**config.mk**
```make
export PLATFORM = sky130hd
export DESIGN_NAME = data_unpacker_flat
export DESIGN_NICKNAME = d
export VERILOG_FILES = /design/src/rtl/data_unpacker_if.sv /design/src/rtl/data_unpacker.sv /design/src/flat_wrapper.sv
export SDC_FILE = /design/constraint.sdc
export NUM_CORES = 1
export LEC_CHECK = 0
export CORE_MARGIN = 4
export CORE_UTILIZATION = 52
export DETAILED_ROUTE_END_ITERATION = 8
export PLACE_DENSITY = 0.77
export SYNTH_ARGS = -nofsm -noshare
export SYNTH_HDL_FRONTEND = slang
export SYNTH_SLANG_ARGS = --single-unit
export TNS_END_PERCENT = 100
```
**constraint.sdc**
```tcl
create_clock -name clk -period 5.1 [get_ports clk]
set_input_delay 0.765 -clock clk [delete_from_list [all_inputs] [get_ports clk]]
set_output_delay 0.765 -clock clk [all_outputs]
set_load 0.01 [all_outputs]
```
**src/rtl/data_unpacker_if.sv**
```systemverilog
// Stream bundle for data_unpacker: packed-vector input side and
// unpacked-chunk output side, each with ready/valid flow control.
//   valid_in / count_in / vector_in / ready_out : packed input stream
//   vector_out / length_out / valid_out / ready_in : chunk output stream
// slave modport is the unpacker's view; master is the environment's view.
interface data_unpacker_if #(
  parameter int unsigned N          = 8,
  parameter int unsigned DATA_WIDTH = 32
);
  localparam int unsigned CW = $clog2(N + 1);

  logic                         valid_in;
  logic [CW-1:0]                count_in;
  logic [N-1:0][DATA_WIDTH-1:0] vector_in;
  logic                         ready_out;
  logic [N-1:0][DATA_WIDTH-1:0] vector_out;
  logic [CW-1:0]                length_out;
  logic                         valid_out;
  logic                         ready_in;

  modport slave (
    input  valid_in, count_in, vector_in, ready_in,
    output ready_out, vector_out, length_out, valid_out
  );

  modport master (
    output valid_in, count_in, vector_in, ready_in,
    input  ready_out, vector_out, length_out, valid_out
  );
endinterface

```
**src/rtl/data_unpacker.sv**
```systemverilog
// data_unpacker: splits N-wide packed vectors back into their original
// L-element chunks (L = N, M or 1 by mode), one chunk per output beat.
// Ports:
//   clk, reset_n        clock, asynchronous active-low reset
//   tracing             1 = run, 0 = config bytes may be written
//   configId/configData config bus; first byte of a burst to our id sets mode
//   bus (slave)         packed input stream and chunk output stream
module data_unpacker #(
  parameter int unsigned N                  = 8,
  parameter int unsigned M                  = 2,
  parameter int unsigned DATA_WIDTH         = 32,
  parameter logic [7:0]  PERSONAL_CONFIG_ID = 8'd0,
  parameter logic [7:0]  INITIAL_MODE       = 8'd0
) (
  input  logic        clk,
  input  logic        reset_n,
  input  logic        tracing,
  input  logic [7:0]  configId,
  input  logic [7:0]  configData,
  data_unpacker_if.slave bus
);
  localparam int unsigned CW = $clog2(N + 1);
  localparam int unsigned SW = CW + 1;
  localparam int unsigned IW = $clog2(N);

  typedef logic [N-1:0][DATA_WIDTH-1:0] vec_t;
  typedef enum logic {IDLE, EMIT} state_t;

  state_t        state_q, state_d;
  logic [7:0]    mode_q;
  logic          cfg_seen_q;
  vec_t          buf_q, buf_d;
  logic [CW-1:0] len_q, len_d;
  logic [CW-1:0] ptr_q, ptr_d;
  vec_t          vout_q, vout_d;
  logic [CW-1:0] lout_q, lout_d;
  logic          valid_q, valid_d;
  logic          ready_q, ready_d;

  logic [CW-1:0] count_eff_c, gap_c, len_dec_c, start_c;
  logic          discard_c;
  vec_t          chunk_c;
  logic [SW-1:0] lane_sum;

  // Config: only the first byte of a burst addressed to us lands in mode.
  always_ff @(posedge clk or negedge reset_n) begin
    if (!reset_n) begin
      mode_q     <= INITIAL_MODE;
      cfg_seen_q <= 1'b0;
    end else if (configId != PERSONAL_CONFIG_ID) begin
      cfg_seen_q <= 1'b0;
    end else if (!tracing && !cfg_seen_q) begin
      mode_q     <= configData;
      cfg_seen_q <= 1'b1;
    end
  end

  // Mode decode and start lane; valid data is right-aligned in the vector.
  always_comb begin
    count_eff_c = (bus.count_in == '0 || bus.count_in > CW'(N)) ? CW'(N) : bus.count_in;
    gap_c       = CW'(N) - count_eff_c;
    len_dec_c   = CW'(N);
    start_c     = '0;
    discard_c   = 1'b0;
    case (mode_q)
      8'd0: begin
        len_dec_c = CW'(N);
        start_c   = '0;
      end
      8'd1: begin
        len_dec_c = CW'(M);
        start_c   = CW'((gap_c / CW'(M)) * CW'(M));
      end
      8'd2: begin
        len_dec_c = CW'(1);
        start_c   = gap_c;
      end
      default: discard_c = 1'b1;
    endcase
  end

  // Chunk at ptr moved down to lanes [L-1:0], upper lanes zero.
  always_comb begin
    chunk_c  = '0;
    lane_sum = '0;
    for (int unsigned i = 0; i < N; i++) begin
      lane_sum = SW'(ptr_q) + SW'(i);
      if (CW'(i) < len_q && lane_sum < SW'(N)) begin
        chunk_c[IW'(i)] = buf_q[IW'(lane_sum)];
      end
    end
  end

  // State and datapath registers.
  always_ff @(posedge clk or negedge reset_n) begin
    if (!reset_n) begin
      state_q <= IDLE;
      buf_q   <= '0;
      len_q   <= '0;
      ptr_q   <= '0;
      vout_q  <= '0;
      lout_q  <= '0;
      valid_q <= 1'b0;
      ready_q <= 1'b0;
    end else begin
      state_q <= state_d;
      buf_q   <= buf_d;
      len_q   <= len_d;
      ptr_q   <= ptr_d;
      vout_q  <= vout_d;
      lout_q  <= lout_d;
      valid_q <= valid_d;
      ready_q <= ready_d;
    end
  end

  // Next-state: accept in IDLE, emit one chunk per output slot in EMIT.
  always_comb begin
    state_d = state_q;
    buf_d   = buf_q;
    len_d   = len_q;
    ptr_d   = ptr_q;
    vout_d  = vout_q;
    lout_d  = lout_q;
    valid_d = valid_q;
    case (state_q)
      IDLE: begin
        // A final beat may still be pending here; retire it when taken.
        if (valid_q && bus.ready_in) valid_d = 1'b0;
        if (ready_q && bus.valid_in && tracing) begin
          buf_d = bus.vector_in;
          len_d = len_dec_c;
          ptr_d = start_c;
          if (!discard_c) state_d = EMIT;
        end
      end
      EMIT: begin
        if (!valid_q || bus.ready_in) begin
          vout_d  = chunk_c;
          lout_d  = len_q;
          valid_d = 1'b1;
          ptr_d   = ptr_q + len_q;
          if (ptr_q + len_q == CW'(N)) state_d = IDLE;
        end
      end
      default: state_d = IDLE;
    endcase
    ready_d = (state_d == IDLE);
  end

  assign bus.ready_out  = ready_q;
  assign bus.vector_out = vout_q;
  assign bus.length_out = lout_q;
  assign bus.valid_out  = valid_q;
endmodule

```
**src/flat_wrapper.sv**
```systemverilog
// flat-port wrapper written by rule: the top's interface ports become plain ports
module data_unpacker_flat 
#(
  parameter int unsigned N                  = 8,
  parameter int unsigned M                  = 2,
  parameter int unsigned DATA_WIDTH         = 32,
  parameter logic [7:0]  PERSONAL_CONFIG_ID = 8'd0,
  parameter logic [7:0]  INITIAL_MODE       = 8'd0
)
  (clk, reset_n, tracing, configId, configData, bus_valid_in, bus_count_in, bus_vector_in, bus_ready_in, bus_ready_out, bus_vector_out, bus_length_out, bus_valid_out);
  data_unpacker_if #(.N(N), .DATA_WIDTH(DATA_WIDTH)) bus_i ();
  input  logic clk;
  input  logic reset_n;
  input  logic tracing;
  input  logic [7:0] configId;
  input  logic [7:0] configData;
  input wire logic [$bits(bus_i.valid_in)-1:0] bus_valid_in;
  input wire logic [$bits(bus_i.count_in)-1:0] bus_count_in;
  input wire logic [$bits(bus_i.vector_in)-1:0] bus_vector_in;
  input wire logic [$bits(bus_i.ready_in)-1:0] bus_ready_in;
  output wire logic [$bits(bus_i.ready_out)-1:0] bus_ready_out;
  output wire logic [$bits(bus_i.vector_out)-1:0] bus_vector_out;
  output wire logic [$bits(bus_i.length_out)-1:0] bus_length_out;
  output wire logic [$bits(bus_i.valid_out)-1:0] bus_valid_out;
  assign bus_i.valid_in = bus_valid_in;
  assign bus_i.count_in = bus_count_in;
  assign bus_i.vector_in = bus_vector_in;
  assign bus_i.ready_in = bus_ready_in;
  assign bus_ready_out = bus_i.ready_out;
  assign bus_vector_out = bus_i.vector_out;
  assign bus_length_out = bus_i.length_out;
  assign bus_valid_out = bus_i.valid_out;
  data_unpacker #(.N(N), .M(M), .DATA_WIDTH(DATA_WIDTH), .PERSONAL_CONFIG_ID(PERSONAL_CONFIG_ID), .INITIAL_MODE(INITIAL_MODE)) u_core (.clk(clk), .reset_n(reset_n), .tracing(tracing), .configId(configId), .configData(configData), .bus(bus_i));
endmodule
```
== Word level (Yosys, flattened, before mapping) ==
Cells that the tools add are included.

* Bits in registers: 536
* Output and inout bits: 262
* Word-level logic and storage cells: 134

* $add $sub $neg: 9
* Order comparisons: 25
* Equal/unequal tests: 6
* Multiplexer cells: 40
* Bitwise logic cells: 3
* Reductions and logical operators: 27

{| class="wikitable"
|+ Operator list
! kind !! count
|-
| $bmux 32 s3 || 8
|-
| $mux 32 || 16
|-
| $lt 5x4->1 const B || 7
|-
| $lt 3x4->1 const B || 8
|-
| $pmux 4 s2 || 3
|-
| $add 4x3->5 const B || 4
|-
| $lt 3x4->1 const A || 4
|-
| $logic_and 1x1->1 || 12
|-
| $mux 4 || 3
|-
| $add 4x2->5 const B || 2
|-
| $reduce_and 2->1 || 5
|-
| $eq 8x1->1 const B || 1
|-
| $eq 8x2->1 const B || 1
|-
| $logic_not 8->1 || 1
|-
| $lt 1x4->1 const A || 2
|-
| $lt 2x4->1 const A || 2
|-
| $mux 1 || 8
|-
| $reduce_bool 8->1 || 1
|-
| $add 4x1->5 const B || 1
|-
| $add 4x4->4 || 1
|-
| $eq 4x4->1 const B || 1
|-
| $gt 4x4->1 const B || 1
|-
| $logic_not 4->1 || 1
|-
| $lt 4x4->1 const B || 1
|-
| 9 further kinds || 16
|}

== Depth between registers and ports, before layout ==
Gate-level depths: netlist of run 1.

* Depth after elaboration: 7
* Mapped depth: 12
* Gate-level depth less buffers: 6

== Worst setup path before layout of run 1 ==
Ideal clock, no wire load.

* Path type: register to register
* Start: register u_core.ptr_q[2]
* End: register u_core.vout_q (netlist bit u_core.bus.vector_out[215])
* Library setup time: 0.133 ns
* Arrival time: 2.865 ns
* Required time: 4.967 ns
* Path slack: 2.102 ns
* Cell stages (with the launch flop): 12
* Cell sequence: dfrtp_1 > buf_4 > buf_2 > clkinv_1 > buf_1 > ha_1 > buf_2 > buf_2 > buf_1 > mux4_2 > mux2i_1 > o21ai_0

* Word-level cells in the longest chain between the ends: 4

{| class="wikitable"
|+ Ends and longest elaborated chain
! item !! RTL line !! text
|-
| start, declared || data_unpacker.sv:34 || <nowiki>logic [CW-1:0] ptr_q, ptr_d;</nowiki>
|-
| start signal, assigned || data_unpacker.sv:109 || <nowiki>ptr_q <= ptr_d;</nowiki>
|-
| $add 4x3->5 (*) || data_unpacker.sv:87 || <nowiki>lane_sum = SW'(ptr_q) + SW'(i);</nowiki>
|-
| $lt 5x4->1 or $bmux 32 s3 (tied branches) || data_unpacker.sv:88, data_unpacker.sv:89 ||
|-
| $logic_and 1x1->1 or $mux 32 (tied branches) || data_unpacker.sv:88, data_unpacker.sv:89 ||
|-
| $mux 32 (*) || data_unpacker.sv:88 || <nowiki>if (CW'(i) < len_q && lane_sum < SW'(N)) begin</nowiki>
|-
| end signal, assigned || data_unpacker.sv:110 || <nowiki>vout_q <= vout_d;</nowiki>
|-
| end, declared || data_unpacker.sv:35 || <nowiki>vec_t vout_q, vout_d;</nowiki>
|}

Every way passes the cells marked *; elsewhere a longest branch is shown, timed or not. The select of a mux whose other input is x is not followed.
A chain may end at the register's enable or synchronous reset.

== Worst setup path after layout of run 1 ==
* Start: register u_core.ptr_q[1]
* End: register u_core.vout_q (netlist bit u_core.bus.vector_out[116])

* Word-level cells in the longest chain between the ends: 4

{| class="wikitable"
|+ Ends and longest elaborated chain
! item !! RTL line
|-
| $add 4x2->5 (*) || data_unpacker.sv:87
|-
| $lt 5x4->1 or $bmux 32 s3 (tied branches) || data_unpacker.sv:88, data_unpacker.sv:89
|-
| $logic_and 1x1->1 or $mux 32 (tied branches) || data_unpacker.sv:88, data_unpacker.sv:89
|-
| $mux 32 (*) || data_unpacker.sv:88
|}

Marked as above.

==> impl_results.md, run 1 <==
* Avg Inst Size Synth at 9.58 um2
* DRT Wirelength at ~120 mm
* Adder-cell share of the synthesized area at 0.00425
* Largest family of logic cells by synthesized area: multiplexers
* Status: finished clean
* GRT Total Usage at 0.340
* Die ar. at 0.0698 mm2
* CP max-delay cell: xnor2_4
* Clock power share at 0.151
* Hold Vio Cnt, Final at 0
* Synth top area share at 0.392
* Worst setup margin at between 1 and 1.5 ns
* Sw frac at 0.448
* Int Pwr at ~18 mW
* Clock Tree Buf Depth at 3
* CP endpoint kind: flop
* Worst slack at placement at about 1.3 ns
* Mux contribution to synthesized area at 0.279
* Met3 routed WL at 13.2 mm
* Top delay family on crit path: buffers and inverters
* DP HPWL at a little under 80 mm
* Commonest register cell after synthesis: dfrtp_1
* Crit path time final at approximately 3.9 ns
* # setup viols final at 0
* Row Count at 93
* CTS root buf: clkbuf_16
* Library cells used by synthesis at 55
* Share of layout cells above drive strength 1 at 0.108
* Arr. time, crit path at between 4 and 5 ns
* CTS Buf Count at 66
* Setup Skew at 0.0184 ns
* Seq/Total Area, Yosys at 0.392
* Top Metal Used: met5
* # nets final at about 4200
* Mapped Area at approximately 0.034 mm2
* First-pass GRT wire length at around 190 mm
* RSZ-0062 raised after global routing: no
* Clock sinks at roughly 530
* Remaining antenna violation count at 0
* Kind of start point of the critical path: flop
* Fin. max-slew vios at 0
* Simple-gate share of the synthesized area at 0.172
* Largest net degree at the start of global routing at 141
* Via count at about 31000
* Worst Path Buf+Inv at 2
* Vias in the first global route at slightly above 30000
* Postcts setup bufs at 0
* Setup TNS at 0 ns
* GR Overflow Total at 0
* PostCTS Resize Cnt at 0
* Number of synthesized flops with an enable pin at 0
* Routed met1 length at approximately 47 mm
* Max incr delay on CP at a little under 0.8 ns
* Port bufs at roughly 540
* DRC viols at 0
* Cell with the most instances after synthesis: nand2_1
* Max Cap Violations at 0
* TritonRoute pass-1 iters at 5
* Synth Area in XOR/XNOR at 0.00282
* Commonest cells post-synth: nand2_1 (1290), dfrtp_1 (534), mux2i_1 (508), clkbuf_1 (183), mux4_2 (160)
* Crit-path cells: inv_1, ha_1, xnor2_4, buf_4, mux2i_1, a22o_1, o41ai_1
* Combinational power share at 0.564
* # fillers at about 5100
* Worst hold path type: in -> async
* Area delta synth->final at 24.2%
* Area leader, netlist: dfrtp_1
* Iter 0 DRT Violations at approximately 3700
* Initial Util at 0.528
* IO Pins at approximately 540
* Reg area at ~0.013 mm2
* TritonCTS clock tree: yes
* Multi-input gate area at 0.0195 mm2
* Core Area at 0.0647 mm2
* P_leak at 19.8 nW
* Max frequency at 258 MHz
* WS Path Type: reg -> reg
* Slew HR at 0.182
* Data required, critical path at 5.58 ns
* Flop pwr share at 0.285
* Gpl congestion at 0.889
* Vias/cell at between 6 and 7
* Clk pin slew, worst setup/hold paths at around 0.06 ns
* Top cells by area, synth: dfrtp_1 (39%), mux2i_1 (15%), nand2_1 (14%)
* P per Cell Area at ~760 mW/mm2
* Hold_ws at roughly 0.15 ns
* Synth Register Bits at about 530
* Initial antenna violation count at 3
* NetSw at 14.4 mW
* WL per Instance at between 20 and 30 um
* Hold_buf cts at 0
* Synth Area in Compound Gates at 0.110
* Die span in x at approximately 260 um
* Max H-tree Level at 3
* Worst Tran Pin Value at between 1 and 1.5 ns
* CP max FO at 58
* Worst VDD drop at 0.875 mV
* Die Ht at approximately 260 um
* Metal2 WL at around 54 mm
* Asr flop ratio synth at 1.00
* Synth Net Count at just under 4000
* Ys Warns at 0
* Final cycle utilization of the critical path at 0.761
* Worst skew pair latency at approximately 0.6 ns
* Post-Syn Instances at between 3000 and 4000
-- worst paths after layout --
check	cells after the start	to	slack, ns	start
min in group clk	2	u_core.bus.vector_out[220]	0.48	u_core.bus.vector_out[220]
worst min register to register	2	u_core.bus.vector_out[220]	0.48	u_core.bus.vector_out[220]
worst max register to register	7	u_core.bus.vector_out[116]	1.22	u_core.ptr_q[1]
worst min-delay path	1	u_core.buf_q[184]	0.15	reset_n
max in group asynchronous	2	u_core.bus.vector_out[137]	3.66	reset_n
worst max-delay path	7	u_core.bus.vector_out[116]	1.22	u_core.ptr_q[1]
-- kinds of logic (layout without fill, tap and decap cells) --
group,count (synthesis),after routing
AND/OR/NAND/NOR,1462,1462
AO/OA/AOI/OAI,486,486
multiplexers,741,741
adder cells (fa/ha/maj),11,11
other,1,2
flip-flops,534,534
buffers and inverters,318,726
XOR/XNOR,8,8
-- layout by cell type, fill, tap and decap left out, types with 3 or more instances in the layout --
master | Yosys | routed
nor2b_1 | 5 | 4
a31oi_1 | 4 | 4
nor3_1 | 5 | 3
buf_4 | 25 | 36
bufinv_16 | 0 | 4
a21boi_0 | 3 | 3
o41ai_1 | 57 | 57
nand3_1 | 7 | 5
nor2_4 | 0 | 3
and2_1 | 5 | 4
and3_1 | 120 | 120
inv_6 | 0 | 4
a22o_1 | 95 | 95
o22ai_1 | 32 | 32
o21ai_0 | 100 | 100
a21oi_1 | 9 | 9
nor4_1 | 3 | 3
xnor2_1 | 4 | 3
clkbuf_8 | 0 | 15
a22oi_1 | 64 | 64
clkbuf_16 | 0 | 71
nand2b_1 | 5 | 3
clkdlybuf4s50_1 | 0 | 540
nor2_1 | 13 | 10
o31ai_1 | 35 | 35
a32o_1 | 67 | 67
dfrtp_1 | 534 | 532
mux2i_1 | 508 | 508
nand2_1 | 1290 | 1288
buf_12 | 0 | 22
clkbuf_1 | 183 | 10
clkinvlp_4 | 0 | 3
ha_1 | 10 | 9
mux4_2 | 160 | 160
o41ai_2 | 4 | 4
clkinv_2 | 0 | 10
inv_1 | 10 | 9
mux2_2 | 73 | 73
-- power groups by stage --
stage / Combinational [mW] / Sequential (mW) / Clock [mW]
floorplan: 12.9 / 7.96 / 0
CTS: 18.1 / 8.96 / 4.91
finish: 18.2 / 9.17 / 4.86
global placement: 17.5 / 8.99 / 0
global route: 19.5 / 9.31 / 5.08
detailed placement: 17.9 / 8.99 / 0
-- sequential cells by signal, indices dropped and copies added (netlist names) --
name / flops
u_core.buf_q: 256
u_core.bus.vector_out: 256
u_core.mode_q: 8
u_core.ptr_q: 4
u_core.bus.length_out: 3
u_core.len_q: 3
u_core.bus.ready_out: 1
u_core.bus.valid_out: 1
u_core.cfg_seen_q: 1
u_core.state_q: 1
-- metrics by stage --
| step | utilization | instances | area [um2] | power, mW |
|---|---|---|---|---|
| global route | 0.655 | 4825 | 42400 | 33.9 |
| detailed placement | 0.621 | 4708 | 40200 | 26.9 |
| floorplan | - | 3561 | 34100 | 20.9 |
| CTS | 0.655 | 4824 | 42400 | 31.9 |
| finish | 0.655 | 4825 | 42400 | 32.2 |
| global placement | 0.621 | 4708 | 40200 | 26.5 |
-- cell type report --
cell class	instances	area share
Multi-Input combinational cell	2709	0.461
Sequential cell	534	0.315
Timing Repair Buffer	599	0.145
Clock buffer	96	0.0477
Tap cell	855	0.0252
Clock inverter	20	0.00516
Inverter	11	0.00109
Antenna cell	1	0.0000590
-- per-layer routing --
layer | vias to the layer above | track usage
met5 | - | 0
met4 | 4 | 0.183
met3 | 404 | 0.0853
met2 | 2020 | 0.507
met1 | 15400 | 0.460
li1 | 13500 | -
(Power assumes the default switching activity.)
==> run 2: changes to the inputs <==
Settings changed: CORE_UTILIZATION 52 to 50.
Clock period 5.1 ns to 3.1 ns, I/O delays scaled along.
==> run 2 against run 1 <==
First-iteration DRC count is 2.3% higher. Via count up 0.22%. Worst hold slack better by 0.19 ns. Routed wire length shrank 0.93%. Fmax increased by 37%. Final area rose by 0.89%. Final cell count rose by 1.2%. Flip-flop and latch count did not move. Critical path type unchanged. Largest cell class unchanged. Largest power group unchanged.
==> impl_results.md, run 2 (synthesis results as in run 1) <==
* Die ar. at 0.0725 mm2 (+3.9%)
* Reg area at 0.0134 mm2 (unchanged)
* Vias/cell at 6.43 (-0.93%)
* Status: finished clean
* Arr. time, crit path at 3.32 ns (-1.04 ns)
* Combinational power share at 0.568 (+0.004)
* Sw frac at 0.446 (-0.00181)
* CTS root buf: clkbuf_16
* Multi-input gate area at 0.0195 mm2 (unchanged)
* Die span in x at 269 um (+1.9%)
* WS Path Type: reg -> reg
* Die Ht at 269 um (+1.9%)
* Max incr delay on CP at 0.55 ns (-0.23 ns)
* Flop pwr share at 0.285 (about the same)
* Int Pwr at 29.4 mW (+66%)
* PostCTS Resize Cnt at 0 (unchanged)
* Initial Util at 0.506 (-0.0211)
* Initial antenna violation count at 3 (unchanged)
* Via count at 31400 (+0.22%)
* DP HPWL at 79.9 mm (+2.5%)
* IO Pins at 543 (unchanged)
* CP max FO at 105 (+81%)
* Fin. max-slew vios at 0 (unchanged)
* Share of layout cells above drive strength 1 at 0.118 (+0.00949)
* CP endpoint kind: flop
* P_leak at 20.1 nW (+1.1%)
* GR Overflow Total at 0 (unchanged)
* Commonest non-fill, non-tap cell in the layout: nand2_1
* Hold_ws at 0.343 ns (+0.189 ns)
* R2r setup slk at 0.28 ns (-0.94 ns)
* First-pass GRT wire length at 187 mm (-0.46%)
* Worst skew pair latency at 0.63 ns (+0.03 ns)
* Postcts setup bufs at 0 (unchanged)
* WL per Instance at 24.7 um (-2.1%)
* Worst VDD drop at 1.44 mV (+65%)
* Row Count at 95 (+2.2%)
* CP max-delay cell: dfrtp_4
* Clock Tree Buf Depth at 3 (unchanged)
* Area delta synth->final at 25.3%
* # nets final at 4247 (+0.81%)
* Largest net degree at the start of global routing at 137 (-2.8%)
* DRC viols at 0 (unchanged)
* Clk pin slew, worst setup/hold paths at 0.06 ns (about the same)
* CTS Buf Count at 60 (-9.1%)
* NetSw at 23.7 mW (+64%)
* Port bufs at 541 (unchanged)
* Setup TNS at 0 ns (unchanged)
* Final Instance Area at 0.0428 mm2 (+0.89%)
* Final cycle utilization of the critical path at 0.911 (+0.150)
* TritonCTS clock tree: yes
* Crit path time final at 2.82 ns (-1.06 ns)
* Vias in the first global route at 30400 (-0.85%)
* # setup viols final at 0 (unchanged)
* TritonRoute pass-1 iters at 6 (+1)
* Cell area after placement at 0.0406 mm2 (+1.1%)
* P per Cell Area at 1240 mW/mm2 (+64%)
* RSZ-0062 raised after global routing: no
* Max Cap Violations at 0 (unchanged)
* Setup Skew at 0.0188 ns (+0.000399 ns)
* Crit-path cells: inv_1, ha_1, xor2_4, buf_12, mux2i_1, a22o_1, o41ai_1
* Most frequent cells in the layout: nand2_1 (1288), clkdlybuf4s50_1 (540), dfrtp_1 (532)
* Overall Power at 53.1 mW (+65%)
* Max H-tree Level at 2 (-1)
* Remaining antenna violation count at 0 (unchanged)
* Gpl congestion at 0.889 (about the same)
* Core Area at 0.0674 mm2 (+4.2%)
* Iter 0 DRT Violations at 3750 (+2.3%)
* Clock sinks at 534 (unchanged)
* GRT Total Usage at 0.322 (-0.0183)
* Clock power share at 0.147 (-0.004)
* Kind of start point of the critical path: flop
* DRT Wirelength at 121 mm (-0.93%)
* Slew HR at 0.270 (+0.0883)
* # fillers at 5342 (+4.0%)
* Max frequency at 354 MHz (+37%)
* Hold Vio Cnt, Final at 0 (unchanged)
* Worst hold path type: in -> async
* Data required, critical path at 3.60 ns (-1.98 ns)
* Worst Tran Pin Value at 1.09 ns (-0.128 ns)
==> run 2: cell type report <==
| cell class | count | share of cell area |
|---|---|---|
| Clock buffer | 76 | 0.0396 |
| Sequential cell | 534 | 0.313 |
| Tap cell | 873 | 0.0255 |
| Inverter | 11 | 0.00114 |
| Antenna cell | 2 | 0.000117 |
| Timing Repair Buffer | 639 | 0.154 |
| Multi-Input combinational cell | 2709 | 0.457 |
| Clock inverter | 37 | 0.0106 |
==> run 2: layer usage <==
metal | up-vias | wire length (um) | GRT usage
li1 | 13500 | - | -
met1 | 15500 | 47900 | 0.448
met2 | 2036 | 53300 | 0.479
met3 | 343 | 12400 | 0.0686
met4 | 2 | 6860 | 0.162
met5 | - | 13 | 0
==> run 2: final timing paths <==
path,from,end,cells after the start
min,reset_n,u_core.buf_q[57],2
min reg2reg,u_core.bus.vector_out[176],u_core.bus.vector_out[176],2
max in group asynchronous,reset_n,u_core.bus.vector_out[201],3
min in group clk,bus_vector_in[154],u_core.buf_q[154],3
max,u_core.ptr_q[1],u_core.bus.vector_out[245],7
max reg2reg,u_core.ptr_q[1],u_core.bus.vector_out[245],7
==> run 2: repair_timing <==
action	4_1_cts	5_1_grt
hold buffers	1	0
endpoints found under the setup margin	0	0
hold endpoints to repair	32	0
==> run 2: through the flow <==
step / std cells / worst slack (ns) / utilization
2_1_floorplan: 3561 / 0.102 / -
3_3_place_gp: 4765 / 0.473 / 0.603
3_5_place_dp: 4765 / 0.417 / 0.603
4_1_cts: 4879 / 0.409 / 0.635
5_1_grt: 4881 / 0.134 / 0.635
6_report: 4881 / 0.277 / 0.635
==> run 2: power by group through the flow <==
stage / Clock [mW] / Sequential (mW) / Combinational (mW)
floorplan: 0 / 13.1 / 21.3
global placement: 0 / 14.8 / 29.0
detailed placement: 0 / 14.8 / 29.8
CTS: 7.86 / 14.8 / 30.0
global route: 8.16 / 15.4 / 32.5
finish: 7.80 / 15.1 / 30.2
==> run 2: worst max-delay path, delay by kind of cell, from the launching register on <==
kind	cells	cell delay, ns
AO/OA/AOI/OAI	2	0.58
flip-flops	1	0.55
buffers and inverters	2	0.51
adder cells (fa/ha/maj)	1	0.44
XOR/XNOR	1	0.25
multiplexers	1	0.19
